==> src/rtl/leaf_fetch_scheduler.sv <==
// Round-robin read-request scheduler refilling the per-leaf line buffers of the merger tree.
// Tracks per-leaf address/remaining lines, one burst in flight per leaf, global outstanding cap.
module leaf_fetch_scheduler #(
    parameter int LEAF_CNT        = 32,
    parameter int ADDR_WIDTH      = 32,
    parameter int LINE_BYTES      = 64,
    parameter int BURST_LEN       = 1,
    parameter int MAX_OUTSTANDING = 8,
    parameter int LID_W           = $clog2(LEAF_CNT),
    parameter int LEN_W           = $clog2(BURST_LEN) + 1
) (
    input  logic                  i_clk,
    input  logic                  i_rst,
    input  logic                  i_start,
    input  logic [ADDR_WIDTH-1:0] i_base_addr,
    input  logic [31:0]           i_seq_lines,
    input  logic [LEAF_CNT-1:0]   i_leaf_available,
    output logic                  o_req_valid,
    output logic [ADDR_WIDTH-1:0] o_req_addr,
    output logic [LID_W-1:0]      o_req_leaf,
    output logic [LEN_W-1:0]      o_req_len,
    input  logic                  i_req_ready,
    input  logic                  i_resp_done,
    input  logic [LID_W-1:0]      i_resp_leaf,
    output logic                  o_busy,
    output logic                  o_done,
    output logic                  o_err
);

    localparam int OUT_W = $clog2(MAX_OUTSTANDING + 1);

    localparam logic [2:0] S_IDLE  = 3'd0;
    localparam logic [2:0] S_INIT  = 3'd1;
    localparam logic [2:0] S_ARB   = 3'd2;
    localparam logic [2:0] S_ISSUE = 3'd3;
    localparam logic [2:0] S_DRAIN = 3'd4;

    logic [2:0]            r_state;
    logic [LID_W-1:0]      r_idx;
    logic [31:0]           r_seq_lines;
    logic [ADDR_WIDTH-1:0] r_stride;
    logic [ADDR_WIDTH-1:0] r_acc;
    logic [ADDR_WIDTH-1:0] r_addr [LEAF_CNT];
    logic [31:0]           r_rem  [LEAF_CNT];
    logic [LEAF_CNT-1:0]   r_pending;
    logic [OUT_W-1:0]      r_outstanding;
    logic [LID_W-1:0]      r_rr_ptr;
    logic [ADDR_WIDTH-1:0] r_req_addr;
    logic [LID_W-1:0]      r_req_leaf;
    logic [LEN_W-1:0]      r_req_len;
    logic                  r_done;
    logic                  r_err;

    logic                  w_hs;
    logic                  w_resp_ok;
    logic                  w_resp_bad;
    logic [LEAF_CNT-1:0]   w_set_mask;
    logic [LEAF_CNT-1:0]   w_clr_mask;
    logic [LEAF_CNT-1:0]   w_elig;
    logic                  w_any_rem;
    logic                  w_found;
    logic [LID_W-1:0]      w_grant;
    logic [LEN_W-1:0]      w_grant_len;
    logic                  w_can_issue;

    assign w_hs        = (r_state == S_ISSUE) & i_req_ready;
    assign w_resp_ok   = (r_state != S_IDLE) & i_resp_done & r_pending[i_resp_leaf];
    assign w_resp_bad  = (r_state != S_IDLE) & i_resp_done & ~r_pending[i_resp_leaf];
    assign w_set_mask  = w_hs ? (LEAF_CNT'(1) << r_req_leaf) : '0;
    assign w_clr_mask  = w_resp_ok ? (LEAF_CNT'(1) << i_resp_leaf) : '0;
    assign w_can_issue = r_outstanding < OUT_W'(MAX_OUTSTANDING);
    assign w_grant_len = (r_rem[w_grant] < 32'(BURST_LEN)) ? LEN_W'(r_rem[w_grant])
                                                           : LEN_W'(BURST_LEN);

    always_comb begin
        w_elig    = '0;
        w_any_rem = 1'b0;
        for (int n = 0; n < LEAF_CNT; n++) begin
            w_elig[n] = i_leaf_available[n] & ~r_pending[n] & (r_rem[n] != '0);
            w_any_rem = w_any_rem | (r_rem[n] != '0);
        end
    end

    // First eligible leaf at or after the round-robin pointer; index arithmetic wraps.
    always_comb begin
        w_found = 1'b0;
        w_grant = r_rr_ptr;
        for (int k = 0; k < LEAF_CNT; k++) begin
            if (!w_found && w_elig[r_rr_ptr + LID_W'(k)]) begin
                w_found = 1'b1;
                w_grant = r_rr_ptr + LID_W'(k);
            end
        end
    end

    always_ff @(posedge i_clk) begin
        if (i_rst) begin
            r_state       <= S_IDLE;
            r_idx         <= '0;
            r_seq_lines   <= '0;
            r_stride      <= '0;
            r_acc         <= '0;
            r_pending     <= '0;
            r_outstanding <= '0;
            r_rr_ptr      <= '0;
            r_req_addr    <= '0;
            r_req_leaf    <= '0;
            r_req_len     <= '0;
            r_done        <= 1'b0;
            r_err         <= 1'b0;
            for (int n = 0; n < LEAF_CNT; n++) begin
                r_addr[n] <= '0;
                r_rem[n]  <= '0;
            end
        end else begin
            r_done        <= 1'b0;
            r_pending     <= (r_pending & ~w_clr_mask) | w_set_mask;
            r_outstanding <= r_outstanding + OUT_W'(w_hs) - OUT_W'(w_resp_ok);
            if (w_resp_bad) begin
                r_err <= 1'b1;
            end
            case (r_state)
                S_IDLE: begin
                    if (i_start) begin
                        r_seq_lines <= i_seq_lines;
                        r_stride    <= ADDR_WIDTH'(i_seq_lines) * ADDR_WIDTH'(LINE_BYTES);
                        r_acc       <= i_base_addr;
                        r_idx       <= '0;
                        r_state     <= S_INIT;
                    end
                end
                S_INIT: begin
                    // Leaf start addresses by accumulation: base, base+stride, ...
                    r_addr[r_idx] <= r_acc;
                    r_rem[r_idx]  <= r_seq_lines;
                    r_acc         <= r_acc + r_stride;
                    r_idx         <= r_idx + 1'b1;
                    if (r_idx == LID_W'(LEAF_CNT - 1)) begin
                        r_state <= S_ARB;
                    end
                end
                S_ARB: begin
                    if (w_can_issue && w_found) begin
                        r_req_addr <= r_addr[w_grant];
                        r_req_leaf <= w_grant;
                        r_req_len  <= w_grant_len;
                        r_state    <= S_ISSUE;
                    end else if (!w_any_rem) begin
                        r_state <= S_DRAIN;
                    end
                end
                S_ISSUE: begin
                    if (i_req_ready) begin
                        r_addr[r_req_leaf] <= r_addr[r_req_leaf]
                                              + ADDR_WIDTH'(r_req_len) * ADDR_WIDTH'(LINE_BYTES);
                        r_rem[r_req_leaf]  <= r_rem[r_req_leaf] - 32'(r_req_len);
                        r_rr_ptr           <= r_req_leaf + 1'b1;
                        r_state            <= S_ARB;
                    end
                end
                S_DRAIN: begin
                    if (r_outstanding == '0) begin
                        r_done  <= 1'b1;
                        r_state <= S_IDLE;
                    end
                end
                default: r_state <= S_IDLE;
            endcase
        end
    end

    assign o_req_valid = (r_state == S_ISSUE);
    assign o_req_addr  = r_req_addr;
    assign o_req_leaf  = r_req_leaf;
    assign o_req_len   = r_req_len;
    assign o_busy      = (r_state != S_IDLE);
    assign o_done      = r_done;
    assign o_err       = r_err;

endmodule

==> config.mk <==
export PLATFORM = sky130hd
export DESIGN_NAME = leaf_fetch_scheduler
export DESIGN_NICKNAME = d
export VERILOG_FILES = /design/src/rtl/leaf_fetch_scheduler.sv
export SDC_FILE = /design/constraint.sdc
export NUM_CORES = 2
export LEC_CHECK = 0
export ABC_AREA = 0
export BUFFER_PORTS_ARGS = -buffer_cell sky130_fd_sc_hd__buf_2
export CORE_MARGIN = 2
export CORE_UTILIZATION = 49
export DETAILED_ROUTE_END_ITERATION = 6
export MAX_ROUTING_LAYER = met4
export PLACE_DENSITY = 0.69
export SETUP_SLACK_MARGIN = 0.15
export SKIP_LAST_GASP = 1
export SLEW_MARGIN = 20
export SYNTH_ARGS = -nofsm -noshare
export SYNTH_HDL_FRONTEND = slang
export SYNTH_SLANG_ARGS = --single-unit
==> constraint.sdc <==
create_clock -name i_clk -period 27.7 [get_ports i_clk]
set_input_delay 4.155 -clock i_clk [delete_from_list [all_inputs] [get_ports i_clk]]
set_output_delay 4.155 -clock i_clk [all_outputs]
set_load 0.01 [all_outputs]
==> impl_metrics.ini <==
[worst_setup_path]
reg2reg_slack_ns = 15.85
crit_path_end_kind = flop
path_class = input pin to flop
critPathArrivalTime_ns = 13.47
cp-start-kind = input pin
worstPathMaxFanout = 129
worst_ep_required_time_ns = 28.54

[place]
io_buffers = 147
gp_congestion = 0.9934
pre_cts_ws_ns = 14.39
placedCellCount = 11787
post_dp_cell_area_mm2 = 0.1194
place_hpwl_um = 273700

[clock_network]
clockBufferDepth = 3
clock_insertion_delay_worst_skew_ns = 0.93
cts_repair_resize_count = 0
tritoncts = done
htree_levels = 4
cts_setup_buffers = 0
cts-root-buf = clkbuf_16
cts_hold_buf = 0
clk_pin_slew_ns = 0.06
cts-buffers-inserted = 223
clock_sinks = 2206

[die]
start_util_pct = 49.16
die_h_um = 489.3
die_area_mm2 = 0.2394
die_w_um = 489.3
rows = 178
core_mm2 = 0.2347
io_pins = 148

[logic_synthesis]
syn_nets = 9239
ys_seq_area_share_pct = 56.04
synth.ff_latch_count = 2206
synth_top_family_by_area = multiplexers
yosys.area_share.simple_pct = 12.82
synth_compound_area_share_pct = 4.276
muxShareOfSynthArea_pct = 22.27
synth_cell_types = 94
avgSynthCellArea_um2 = 12.71
ys_warn_count = 0
yosys.area.top_type_share_pct = 53.29
yosys.area_share.adder_pct = 0.6202
ys_async_sr_fraction_pct = 0
yosys.area.top_type = edfxtp_1
synth_edf_count = 2048
synth_xor_area_share_pct = 0.8208
synth_flop_cell = edfxtp_1
synth_area_mm2 = 0.1154
synth_area_leaders = edfxtp_1 53%, mux4_2 15%, nor2_1 7.6%
synth_cells = 9077

[routing]
vias = 85623
wl_um = 438200
ant_nets = 0
wl_per_cell_um = 35.82
drc = 0
first_pass_iters = 6
viasPerCell = 6.999
drt-initial-drc-count = 14858

[timing]
hold_viol = 0
fmax_mhz = 79.15
finClkSkew_ns = 0.06175
finalSetupViolCount = 0
fin_crit_sh_pct = 45.61
fin_crit_ns = 12.63
rsz0062_at_grt = false
slew_viol_final = 0
fin_ws_ns = 15.07
maxSlewHeadroom_pct = 13.17
worstMarginPinSlew_ns = 1.302
setup_tns_ns = 0

[worst_hold_path]
hold_class = flop to flop

[global_route]
grt_pass1_wl_um = 613200
grt_pass1_vias = 82497
track_usage_pct = 37.31
overflow = 0
antenna_found_initial = 22
grt_max_degree = 130

[layout]
final_cells = 12234
final_cell_area_mm2 = 0.1268
final_core_util_pct = 54.03
synthToLayoutAreaGrowth_pct = 9.901
layout-drive-gt1-share_pct = 18.61
nNetsFinal = 9024
mostFrequentLayoutCell = nor2_1
final_cell_mix = 2336 x nor2_1, 2048 x edfxtp_1, 820 x mux2i_1
nFillCells = 19188

[run_status]
status = finished, final reports clean

[run]
drv_cap = 0

[pwr]
power.static_leakage_nw = 43.93
power.density_mw_per_mm2 = 84.43
ir_worst_vdd_uv = 118.7
## cells in the mapped netlist, types with 9 or more instances
cell type  instances
nor2b_1           48
or3_1             23
a31oi_1           13
o21a_1            15
nor4_1           268
nor3b_1           13
or2_2              9
clkbuf_1         584
xnor2_1           75
a22oi_1           76
buf_1            106
mux2_2            31
o21ai_1           16
ha_1              54
mux4_2           760
buf_4             52
nor2_1          2337
buf_2             70
o21ai_0           94
a211o_1           14
a311oi_1          21
a211oi_1          27
a21oi_1          264
a21boi_0          16
xor2_1            30
nand3_1           95
nand2_1          384
nand2b_1          60
inv_1             56
and2_1            15
and3_1            22
o211ai_1          46
nor3_1            69
dfxtp_1          158
nand4_1           75
edfxtp_1        2048
a221oi_1          11
mux2i_1          823
o22ai_1           25
## critical path, cell delays in order
cell      delay, ns
buf_2          0.08
nor2b_1        0.58
o21ai_2        0.26
mux2_2         0.36
mux4_2         0.56
o22ai_1        0.43
a21oi_1        0.27
nand2_1        0.33
or3_1          0.23
nor3_1         0.07
buf_4          0.19
a2111o_1       0.27
or4_1          0.50
a211oi_2       0.80
xnor2_4        0.31
buf_4          0.81
buf_4          0.86
buf_12         0.69
mux2i_1        0.20
mux4_2         0.52
a22oi_1        0.37
nand3_1        0.13
a21oi_1        0.17
## report_power, final
part / internal [mW] / leakage, nW / switching (mW)
clock network: 1.73 / 3.58 / 1.34
registers: 3.81 / 22.4 / 0.201
logic: 1.42 / 17.9 / 2.21
## final cells by class
class / count / area, µm² / area share (%)
inverters: 57 / 214.0 / 0.1687
clock buffers: 305 / 6101 / 4.811
repair buffers: 380 / 2569 / 2.025
diodes: 26 / 65.06 / 0.05130
flip-flops and latches: 2206 / 64680 / 51.00
multi-input cells: 5994 / 47990 / 37.84
well taps: 3150 / 3941 / 3.108
clock inverters: 116 / 1257 / 0.9915
## routing by layer
| layer | routed length, µm | part of all wire [%] | track usage [%] | up-vias |
|---|---|---|---|---|
| met5 | 0 | 0 | - | - |
| met1 | 154200 | 35 | 48.04 | 43111 |
| met4 | 26880 | 6.1 | 19.31 | 0 |
| met2 | 191100 | 44 | 53.45 | 7314 |
| li1 | - | - | - | 33805 |
| met3 | 66040 | 15 | 11.18 | 1393 |
## final timing paths
path	start	end	cells after the start
min	o_req_addr[8]	o_req_addr[8]	2
max	i_leaf_available[10]	o_req_addr[25]	23
min reg2reg	o_req_addr[8]	o_req_addr[8]	2
max reg2reg	r_rem[14][0]	o_req_addr[25]	22
## state kept, by name, summed over array words and instances (netlist names), named ones only
register       cells
o_req_addr        32
r_outstanding      4
r_seq_lines       32
o_err              1
o_req_len          1
r_idx              5
r_pending         32
r_rr_ptr           5
r_state            3
o_done             1
r_acc             32
r_rem           1024
r_addr          1024
o_req_leaf         5
## through the flow
stage	total power [mW]	hold WS [ns]
after floorplan	6.517	0.4323
after global placement	7.563	0.4422
after detailed placement	7.604	0.4485
after CTS	10.62	0.4564
after global routing	10.97	0.4695
final	10.71	0.4514
## logic make-up (layout without fill, tap and decap cells)
kind of cell               after synthesis  after routing
buffers and inverters                  877            858
other                                    0             26
and+or+nand+nor                       3461           3461
DFF                                   2206           2206
muxes                                 1614           1614
AOI/OAI and AO/OA                      757            757
adders and majority gates               56             56
xor gates and xnor gates               106            106
(Power assumes the default switching activity.)
